$ cat src/rtl/fru_pla_pkg.sv
// Shared state type and width/offset helpers for the PLA bank and its configuration controller.
package fru_pla_pkg;

  typedef enum logic [1:0] {
    IDLE      = 2'd0,
    WAIT_SAFE = 2'd1,
    DONE      = 2'd2
  } cfg_state_e;

  function automatic int idx_w(input int input_size);
    return (input_size > 2) ? $clog2(input_size) : 1;
  endfunction

  function automatic int mt_w(input int segment_size);
    return 1 << segment_size;
  endfunction

  function automatic int aw_w(input int num_pla);
    return (num_pla > 2) ? $clog2(num_pla) : 1;
  endfunction

  // Config word, LSB first: mux indices, OR-select mask, enable bit.
  function automatic int or_off(input int input_size, input int segment_size);
    return segment_size * idx_w(input_size);
  endfunction

  function automatic int en_off(input int input_size, input int segment_size);
    return or_off(input_size, segment_size) + mt_w(segment_size);
  endfunction

  function automatic int cfg_w(input int input_size, input int segment_size);
    return en_off(input_size, segment_size) + 1;
  endfunction

endpackage

$ cat src/rtl/fru_pla_cfg_slot.sv
// One shadow/active configuration register pair with field unpack for a single PLA.
// FRU_PLA_CFG_READBACK_EN adds a raw word tap of either register.
module fru_pla_cfg_slot
  import fru_pla_pkg::*;
#(
  parameter int INPUT_SIZE   = 8,
  parameter int SEGMENT_SIZE = 2,
  localparam int IDX_W = idx_w(INPUT_SIZE),
  localparam int MT    = mt_w(SEGMENT_SIZE),
  localparam int CFG_W = cfg_w(INPUT_SIZE, SEGMENT_SIZE)
) (
  input  logic                                   clk,
  input  logic                                   rst_n,
  input  logic                                   wr_en,
  input  logic [CFG_W-1:0]                       wr_data,
  input  logic                                   load,
  output logic [SEGMENT_SIZE-1:0][IDX_W-1:0]     mux,
  output logic [MT-1:0]                          or_sel,
  output logic                                   en
`ifdef FRU_PLA_CFG_READBACK_EN
  , input  logic                                 rd_shadow
  , output logic [CFG_W-1:0]                     rd_word
`endif
);

  localparam int OR_OFF = or_off(INPUT_SIZE, SEGMENT_SIZE);
  localparam int EN_OFF = en_off(INPUT_SIZE, SEGMENT_SIZE);

  logic [CFG_W-1:0] shadow_q;
  logic [CFG_W-1:0] active_q;

  always_ff @(posedge clk or negedge rst_n) begin
    if (!rst_n) begin
      shadow_q <= '0;
      active_q <= '0;
    end else begin
      if (wr_en) shadow_q <= wr_data;
      if (load)  active_q <= shadow_q;
    end
  end

  // Mux indices sit at the bottom of the word in the same order as the packed array.
  assign mux    = active_q[OR_OFF-1:0];
  assign or_sel = active_q[OR_OFF +: MT];
  assign en     = active_q[EN_OFF];

`ifdef FRU_PLA_CFG_READBACK_EN
  assign rd_word = rd_shadow ? shadow_q : active_q;
`endif

endmodule

$ cat src/rtl/fru_pla_cfg_ctrl.sv
// Shadow-bank configuration controller: atomic commit of all PLA slots at a safe swap point.
// FRU_PLA_CFG_READBACK_EN adds a registered shadow/active readback port.
module fru_pla_cfg_ctrl
  import fru_pla_pkg::*;
#(
  parameter int INPUT_SIZE   = 8,
  parameter int SEGMENT_SIZE = 2,
  parameter int NUM_PLA      = 4,
  parameter int TIMEOUT      = 1024,
  localparam int IDX_W = idx_w(INPUT_SIZE),
  localparam int MT    = mt_w(SEGMENT_SIZE),
  localparam int AW    = aw_w(NUM_PLA),
  localparam int CFG_W = cfg_w(INPUT_SIZE, SEGMENT_SIZE)
) (
  input  logic                                              clk,
  input  logic                                              rst_n,
  input  logic                                              CfgValid,
  output logic                                              CfgReady,
  input  logic [AW-1:0]                                     CfgAddr,
  input  logic [CFG_W-1:0]                                  CfgData,
  output logic                                              CfgErr,
  input  logic                                              CommitReq,
  input  logic                                              SafeToSwap,
  output logic                                              CommitDone,
  output logic                                              CommitErr,
  output logic [NUM_PLA-1:0][SEGMENT_SIZE-1:0][IDX_W-1:0]   RegMux,
  output logic [NUM_PLA-1:0][MT-1:0]                        RegMintermORSelect,
  output logic [NUM_PLA-1:0]                                PlaEn
`ifdef FRU_PLA_CFG_READBACK_EN
  , input  logic [AW-1:0]                                   RdAddr
  , input  logic                                            RdShadow
  , output logic [CFG_W-1:0]                                RdData
`endif
);

  localparam int CNT_W = (TIMEOUT > 1) ? $clog2(TIMEOUT) : 1;
  localparam logic [CNT_W-1:0] CNT_LAST = CNT_W'((TIMEOUT > 0) ? TIMEOUT - 1 : 0);

  cfg_state_e       state_q, state_d;
  logic [CNT_W-1:0] cnt_q;
  logic             cfg_err_q;
  logic             commit_err_q;
  logic             accept;
  logic             fields_ok;
  logic             wr_ok;
  logic             load;
  logic             timeout_hit;

  // Gated with rst_n so the port reads not-ready while reset is held.
  assign CfgReady   = rst_n & (state_q == IDLE);
  assign CommitDone = (state_q == DONE);
  assign CfgErr     = cfg_err_q;
  assign CommitErr  = commit_err_q;
  assign accept     = CfgValid & CfgReady;
  assign wr_ok      = accept & fields_ok;

  always_comb begin
    fields_ok = (int'(CfgAddr) < NUM_PLA);
    for (int s = 0; s < SEGMENT_SIZE; s++) begin
      if (int'(CfgData[s*IDX_W +: IDX_W]) >= INPUT_SIZE) fields_ok = 1'b0;
    end
  end

  always_comb begin
    state_d     = state_q;
    load        = 1'b0;
    timeout_hit = 1'b0;
    unique case (state_q)
      IDLE: begin
        if (CommitReq) state_d = WAIT_SAFE;
      end
      WAIT_SAFE: begin
        // A swap point on the same cycle as the last allowed low sample still commits.
        if (SafeToSwap) begin
          load    = 1'b1;
          state_d = DONE;
        end else if ((TIMEOUT > 0) && (cnt_q == CNT_LAST)) begin
          timeout_hit = 1'b1;
          state_d     = IDLE;
        end
      end
      DONE:    state_d = IDLE;
      default: state_d = IDLE;
    endcase
  end

  always_ff @(posedge clk or negedge rst_n) begin
    if (!rst_n) begin
      state_q      <= IDLE;
      cnt_q        <= '0;
      cfg_err_q    <= 1'b0;
      commit_err_q <= 1'b0;
    end else begin
      state_q      <= state_d;
      cfg_err_q    <= accept & ~fields_ok;
      commit_err_q <= timeout_hit;
      if (state_q != WAIT_SAFE) cnt_q <= '0;
      else if (!SafeToSwap)     cnt_q <= cnt_q + CNT_W'(1);
    end
  end

`ifdef FRU_PLA_CFG_READBACK_EN
  logic [NUM_PLA-1:0][CFG_W-1:0] rd_words;
`endif

  for (genvar i = 0; i < NUM_PLA; i++) begin : g_slot
    fru_pla_cfg_slot #(
      .INPUT_SIZE   (INPUT_SIZE),
      .SEGMENT_SIZE (SEGMENT_SIZE)
    ) u_slot (
      .clk     (clk),
      .rst_n   (rst_n),
      .wr_en   (wr_ok && (int'(CfgAddr) == i)),
      .wr_data (CfgData),
      .load    (load),
      .mux     (RegMux[i]),
      .or_sel  (RegMintermORSelect[i]),
      .en      (PlaEn[i])
`ifdef FRU_PLA_CFG_READBACK_EN
      , .rd_shadow (RdShadow)
      , .rd_word   (rd_words[i])
`endif
    );
  end

`ifdef FRU_PLA_CFG_READBACK_EN
  always_ff @(posedge clk or negedge rst_n) begin
    if (!rst_n)                       RdData <= '0;
    else if (int'(RdAddr) < NUM_PLA)  RdData <= rd_words[RdAddr];
    else                              RdData <= '0;
  end
`endif

endmodule
$ cat config.mk
export PLATFORM = sky130hd
export DESIGN_NAME = fru_pla_cfg_ctrl
export DESIGN_NICKNAME = d
export VERILOG_FILES = /design/src/rtl/fru_pla_pkg.sv /design/src/rtl/fru_pla_cfg_slot.sv /design/src/rtl/fru_pla_cfg_ctrl.sv
export SDC_FILE = /design/constraint.sdc
export NUM_CORES = 1
export LEC_CHECK = 0
export BUFFER_PORTS_ARGS = -buffer_cell sky130_fd_sc_hd__buf_2
export CAP_MARGIN = 20
export CORE_MARGIN = 5
export CORE_UTILIZATION = 55
export CTS_CLUSTER_SIZE = 10
export DETAILED_ROUTE_END_ITERATION = 16
export MAX_ROUTING_LAYER = met4
export PLACE_DENSITY_LB_ADDON = 0.2
export SLEW_MARGIN = 20
export SYNTH_ARGS = -nofsm -noshare
export SYNTH_HDL_FRONTEND = slang
export SYNTH_SLANG_ARGS = --single-unit
$ cat constraint.sdc
create_clock -name clk -period 1.7 [get_ports clk]
set_input_delay 0.51 -clock clk [delete_from_list [all_inputs] [get_ports clk]]
set_output_delay 0.51 -clock clk [all_outputs]
set_load 0.05 [all_outputs]
# --- Word-level counts from Yosys, hierarchy flattened ---
# Cells that the tools add are included.
classes:
  n_lt_le_gt_ge: 0
  n_mul: 0
  shift: 0
  div: 0
  muxes: 11
  add_sub_neg: 1
  bitwise_logic: 2
  eq_ne: 10
  n_reduce_logical: 7
ops:
  columns: ["operator", "count"]
  rows:
  - ["$mux W10", 2]
  - ["$add A10 B1 Y10 const B", 1]
  - ["$eq A10 B10 Y1 const B", 1]
  - ["$eq A2 B2 Y1 const B", 3]
  - ["$mux W2", 3]
  - ["$mux W1", 5]
  - ["$eq A2 B1 Y1 const B", 2]
  - ["$logic_and A1 B1 Y1", 4]
  - ["$logic_not A2 Y1", 2]
  - ["$ne A2 B1 Y1 const B", 2]
  - ["$pmux W2 S2", 1]
  - ["$ne A3 B3 Y1 const B", 1]
  - ["$and A1 B1 Y1", 2]
  - ["$ne A2 B2 Y1 const B", 1]
  - ["$reduce_and A2 Y1", 1]
totals:
  latchBits: 0
  out_inout_bits: 48
  n_memories: 0
  mem_bits_rw: 0
  romBits: 0
  word_cells: 42
  inputBits: 18
  reg_bits: 101

# --- Logic depth before layout (Yosys ltp) ---
# Gate-level depths: netlist of the first run.
logic_depth:
  word_depth: 4
  depth_mapped: 5
  mapped_depth_nobuf: 4

# --- By module ---
# Synthesis of the first run repeated with hierarchy kept, for this count alone.
hier_totals:
  cells_unflattened: 256
  hier_area_um2: 4282.9
by_module_without_submodules:
  columns: ["mod", "instances", "area_each_um2", "cells_each", "seq_area_each_um2"]
  rows:
  - ["fru_pla_cfg_slot", 4, 895.9, 46, 550.5]
  - ["fru_pla_cfg_ctrl", 1, 699.4, 72, 325.3]

# --- Worst setup path after synthesis of the first run ---
# Ideal clock, no wire load.
synth_path:
  path_type: "input-to-reg"
  from: "input port CfgValid"
  to: "register g_slot[0].u_slot.shadow_q[0]"
  cell_stages: 4
  path_buffers: 1
  arrival_time_ps: 1467
  setup_time_ps: 125
  setup_slack_ps: 108
  required_time_ps: 1575
  cell_sequence: "and4bb_2 nor3b_4 clkbuf_8 mux2_2"
synth_via:
  elab_chain_cells: 2
synth_lines:
  columns: ["item", "line_no", "text"]
  rows:
  - ["start: declaration", "fru_pla_cfg_ctrl.sv:17", "input logic CfgValid,"]
  - ["$and A1 B1 Y1", "fru_pla_cfg_ctrl.sv:54", "assign accept = CfgValid & CfgReady;"]
  - ["$logic_and A1 B1 Y1", "fru_pla_cfg_ctrl.sv:113", ".wr_en (wr_ok && (int'(CfgAddr) == i)),"]
  - ["end signal: assignment", "fru_pla_cfg_slot.sv:37", "if (wr_en) shadow_q <= wr_data;"]
  - ["end: declaration", "fru_pla_cfg_slot.sv:29", "logic [CFG_W-1:0] shadow_q;"]
# Every way passes these cells.
# A chain may end at the register's enable or synchronous reset.

# --- Final worst setup path of the first run ---
layout_path:
  from: "register state_q[0]"
  to: "output port CfgReady"
layout_via:
  elab_chain_cells: 2
layout_lines:
  columns: ["item", "line_no", "text"]
  rows:
  - ["start: declaration", "fru_pla_cfg_ctrl.sv:39", "cfg_state_e state_q, state_d;"]
  - ["start signal: assignment", "fru_pla_cfg_ctrl.sv:94", "state_q <= state_d;"]
  - ["$logic_not A2 Y1", "fru_pla_cfg_ctrl.sv:50", "assign CfgReady = rst_n & (state_q == IDLE);"]
  - ["$and A1 B1 Y1", "fru_pla_cfg_ctrl.sv:50", null]
  - ["end: declaration", "fru_pla_cfg_ctrl.sv:18", "output logic CfgReady,"]
# Every way passes these cells.

==> metrics, run 1 <==
Antenna Nets Post-Route 0; fin crit share 0.999; PD cells between 1500 and 2000 mW/mm²; All-Layer GR Usage 0.182; Post-Synth XOR/XNOR Area 0.00878; simple-gate share of the synthesized area 0.0549; initial detailed-routing violation count 44; synth unique cells 33; initial antenna violation count 0; Adder-Cell Fraction of Synth Area 0.00314; top-area cell type share of the netlist area 0.634; Post-Synthesis Cells 259; Die Y between 90 and 100 µm; Worst-Margin Slew 0.514 ns; CTS tree yes; full die area around 0.0091 mm²; DR vias/cell roughly 5.3; vias in the first global route around 2400; YS warnings 0; Initial Util 0.556; max cap viols 0; H-tree depth 3; PortBufs 64; # IOs 66; CTS sink count 101; Worst slew margin 0.657; Seq cells post-synth 101; commonest non-fill, non-tap cell in the layout dfrtp_1; placed insts 417; unrepaired setup endpoints after global routing yes; Leak 2.22 nW; grt ovf 0; largest net degree at the start of global routing roughly 100; P&R area growth vs syn 17.9%; nets 350; Final Skew 0.0116 ns; DRT Wirelength roughly 7200 µm; pre-CTS WS -0.0463 ns; Final Setup Violations 0; Via Count 2288; Max Fclk 0.589 GHz; clock latency on the worst-skew pair 0.36 ns; syn nets 278; CTS Buffer Depth 2; core area 0.00718 mm²; Clock transition at path regs 0.10 ns; DRC viols 0; synth top area cells dfrtp_1, mux2_2, buf_4; Max Slew Vio Count 0; synthesized area 0.00399 mm²; hold crit path type in -> async; CP bufs+invs 1; cells along the critical path nor2_2, and2_4, buf_8; commonest cells after routing, fill and taps aside dfrtp_1, mux2_2, buf_2; Fin Hold WS about 0.32 ns; slowest CP cell dfrtp_1; post-detail-place hpwl 4800 µm; crit path max fanout 4; final non-filler cell total 435; n_diodes 0; WL/cell approximately 17 µm; drt first pass iters 4; GP Congestion 0.754; main combinational cell family by area after synthesis multiplexers; area leader, netlist dfrtp_1; Post-CTS Hold Buffers 0; mux cell area share after synthesis 0.251; first-pass GRT wire length between 10000 and 15000 µm; cell family with most CP delay flip-flops; worst setup margin 0.00229 ns; share of cells above drive strength 1 0.557; Compound-Gate Fraction of Synth Area 0.0169; Hold Vio Cnt, Final 0; Max VDD drop 1.11 mV; synthesized area per cell 15.4 µm²; clock root buffer clkbuf_8; CP arrival between 1 and 1.5 ns; Site Rows 31; CP startpoint kind register; DIE WIDTH around 95 µm; final critical-path required period 1.70 ns; outcome finished clean; Critical Path Sink Type output port; CTS Buf Count 9; Seq/Total Area, Yosys 0.634; Max stage delay on crit path 0.42 ns; Setup Crit Path Kind reg -> out; Worst Path Required ~1.2 ns; Tot Pwr 9.20 mW
==> power breakdown <==
group,internal [mW],switching [mW]
combinational,1.30,2.55
sequential,3.40,0.501
clock,0.631,0.822
==> cell families after synthesis <==
family                     after synthesis
adders and majority gates                1
buffers and inverters                   19
xor gates and xnor gates                 4
muxes                                   89
AOI/OAI and AO/OA                       11
and+or+nand+nor                         33
other                                    1
DFF                                    101
==> final timing paths <==
kind / from / endpoint / slack, ns / cells past startpoint
hold reg to reg: g_slot[0].u_slot.shadow_q[0]$_DFFE_PN0P_ / g_slot[0].u_slot.active_q[0]$_DFFE_PN0P_ / 0.50 / 1
min in group clk: CommitReq / state_q[0]$_DFFE_PN0P_ / 0.40 / 2
hold / removal: rst_n / g_slot[0].u_slot.active_q[4]$_DFFE_PN0P_ / 0.32 / 3
setup reg to reg: state_q[1]$_DFFE_PN0P_ / g_slot[0].u_slot.shadow_q[1]$_DFFE_PN0P_ / 0.06 / 4
max in group asynchronous: rst_n / g_slot[0].u_slot.active_q[1]$_DFFE_PN0P_ / 1.01 / 3
setup / recovery: state_q[0]$_DFFE_PN0P_ / CfgReady / 0.002 / 3
==> worst reg2reg max path: stages, from the launching register on <==
cell	delay, ns
dfrtp_1	0.43
and4bb_2	0.36
nor3b_4	0.24
buf_12	0.16
mux2_2	0.34
==> stage by stage <==
stage	util	area [µm²]	TNS [ns]
finish	0.655	4700	0
global route	0.655	4700	-0.107
CTS	0.654	4690	-0.0129
detailed placement	0.623	4470	-0.331
global placement	0.623	4470	-0.167
floorplan	-	3990	0
==> cell type report <==
cell class | instances | area (µm²)
fill | 543 | 2470
tap | 99 | 124
multi-input combinational | 139 | 1340
timing repair buffer | 78 | 507
clock inverter | 5 | 42.5
sequential | 101 | 2530
clock buffer | 11 | 151
inverter | 2 | 7.51
==> registers in the layout, indices dropped and copies added, names as in the netlist <==
name,flops
g_slot.u_slot.active_q,44
g_slot.u_slot.shadow_q,44
state_q,2
cnt_q,10
CommitErr,1
==> layer usage <==
| layer | global-route usage | part of all wire |
|---|---|---|
| met2 | 0.284 | 0.50 |
| met3 | 0.0497 | 0.052 |
| met5 | - | 0 |
| met4 | 0.0541 | 0.011 |
| met1 | 0.236 | 0.44 |
==> Yosys cell counts (all sizes together) <==
cell type / count
or4: 2
and2b: 1
nor2: 7
or4b: 1
a21oi: 5
nand4b: 2
clkbuf: 2
nor3: 1
a22o: 1
mux2: 88
ha: 1
inv: 2
and4bb: 1
xnor2: 1
o21ai: 2
or3: 3
nand2: 2
and2: 1
nand4: 1
nor2b: 1
or2b: 1
dfrtp: 101
nand3: 3
o41ai: 1
nand3b: 5
mux2i: 1
buf: 15
conb: 1
xor2: 3
nor3b: 1
o31ai: 2
==> what timing repair did <==
action,4_1_cts,5_1_grt
pin swaps,2,0
endpoints found under the setup margin,2,2
setup buffers,2,0
resized for setup,4,3
Note: power is estimated with default switching activity, not from simulation.
==> run 2, diff against run 1 <==
Settings changed: RECOVER_POWER set to 100, SKIP_CTS_REPAIR_TIMING set to 1.
==> run 2 against run 1 <==
The run now ends with negative setup slack left; sequential share of layout area increased by 0.45 points; total power is 0.38% lower; count of clock-buffer cells in the layout unchanged; flip-flop and latch count unchanged; largest cell class unchanged.
==> metrics, run 2 (synthesized netlist as in run 1, its figures left out) <==
PD cells just under 2000 mW/mm²; full die area between 0.009 and 0.01 mm²; Final Setup Violations 1; DRC viols 0; reg2reg start state_q[0]$_DFFE_PN0P_; Max VDD drop roughly 1.1 mV; DR vias/cell 5.31; post-detail-place hpwl 4800 µm; DIE WIDTH 95.2 µm; WL/cell about 16 µm; Hold Vio Cnt, Final 0; final instance area between 0.004 and 0.005 mm²; commonest cells after routing, fill and taps aside dfrtp_1, mux2_2, buf_2; Max Slew Vio Count 0; CP arrival 1.22 ns; largest net degree at the start of global routing 102; vias in the first global route 2350; Die Y 95.2 µm; H-tree depth 3; core area just over 0.007 mm²; share of cells above drive strength 1 0.548; Final Skew around 0.011 ns; clock latency on the worst-skew pair 0.35 ns; hold crit path type in -> reg; CTS Buf Count 9; CTS Buffer Depth 2; DRT Wirelength 7180 µm; P&R area growth vs syn 16.9%; initial detailed-routing violation count 51; unrepaired setup endpoints after global routing yes; clock root buffer clkbuf_8; hold path startpoint CommitReq; placed insts about 420; Worst setup startpoint state_q[0]$_DFFE_PN0P_; Clock transition at path regs 0.09 ns; All-Layer GR Usage 0.181; # fillers 550; Max Fclk between 0.5 and 0.6 GHz; Antenna Nets Post-Route 0; Via Count 2309; biggest registers after layout g_slot.u_slot.active_q (44), g_slot.u_slot.shadow_q (44), cnt_q (10); DP Area 0.00447 mm²; final non-filler cell total 435; n_diodes 0; crit path max fanout 5; Critical Path Sink Type output port; fin crit share 1.02; drt first pass iters 4; worst setup margin -0.0271 ns; CTS sink count a little over 100; # IOs 66; Worst-Margin Slew 1.22 ns; Site Rows 31; commonest non-fill, non-tap cell in the layout dfrtp_1; failing checks negative setup slack; max cap viols 0; CTS tree yes; final critical-path required period 1.73 ns; first-pass GRT wire length 12100 µm; CP startpoint kind register; outcome complete, but fails checks; Initial Util 0.556; Setup Crit Path Kind reg -> out; nets 350; GP Congestion approximately 0.75; grt ovf 0; initial antenna violation count 0; Worst Path Required 1.19 ns; Worst slew margin 0.187; PortBufs 64; Leak 2.20 nW
## run 2: cell count changes in the layout (fill, tap and decap cells not counted)
cell,previous run,this run
buf_8,1,0
clkbuf_4,0,2
clkbuf_1,0,2
buf_12,5,3
buf_6,1,2
and2_4,1,0
buf_4,10,8
and2_1,0,1
## run 2: through the flow
stage                     setup TNS, ns  setup WS, ns  utilization  hold WS, ns  total power [mW]
after CTS                        -0.214        -0.146        0.650        0.324              9.27
after floorplan                       0         0.108            -        0.214              6.88
after global routing              -1.17       -0.0894        0.650        0.385              9.67
after global placement           -0.167       -0.0160        0.623        0.482              7.69
after detailed placement         -0.331       -0.0463        0.623        0.487              7.80
final                           -0.0271       -0.0271        0.650        0.398              9.16
## run 2: power by group
| group | internal, mW | switching, mW |
|---|---|---|
| sequential | 3.40 | 0.506 |
| clock | 0.631 | 0.816 |
| combinational | 1.27 | 2.54 |
## run 2: area by class of cell
type / instances / area, µm² / share of cell area
flip-flops and latches: 101 / 2530 / 0.542
well taps: 99 / 124 / 0.0266
multi-input cells: 139 / 1340 / 0.288
clock buffers: 11 / 151 / 0.0325
repair buffers: 78 / 470 / 0.101
clock inverters: 5 / 42.5 / 0.00912
inverters: 2 / 7.51 / 0.00161
## run 2: worst paths after layout
kind | end | slack, ns | cells after the start
setup / recovery | CfgReady | -0.03 | 3
hold / removal | state_q[0]$_DFFE_PN0P_ | 0.40 | 2
setup reg to reg | g_slot[3].u_slot.active_q[2]$_DFFE_PN0P_ | 0.03 | 4
hold reg to reg | g_slot[3].u_slot.active_q[9]$_DFFE_PN0P_ | 0.50 | 1
max in group asynchronous | g_slot[3].u_slot.active_q[8]$_DFFE_PN0P_ | 0.27 | 3
min in group asynchronous | cnt_q[9]$_DFFE_PN0N_ | 0.69 | 3
## run 2: layer usage
metal | global-route usage | vias to the layer above | share of wire
met5 | - | - | 0
met4 | 0.0541 | 0 | 0.0099
met3 | 0.0497 | 7 | 0.052
met2 | 0.279 | 50 | 0.50
met1 | 0.235 | 1201 | 0.44
li1 | - | 1051 | -
## run 2: worst max-delay path: stages, from the launching register on
cell and delay (ns):
dfrtp_1 0.43, nor2_2 0.14, and2_1 0.15, buf_6 0.16
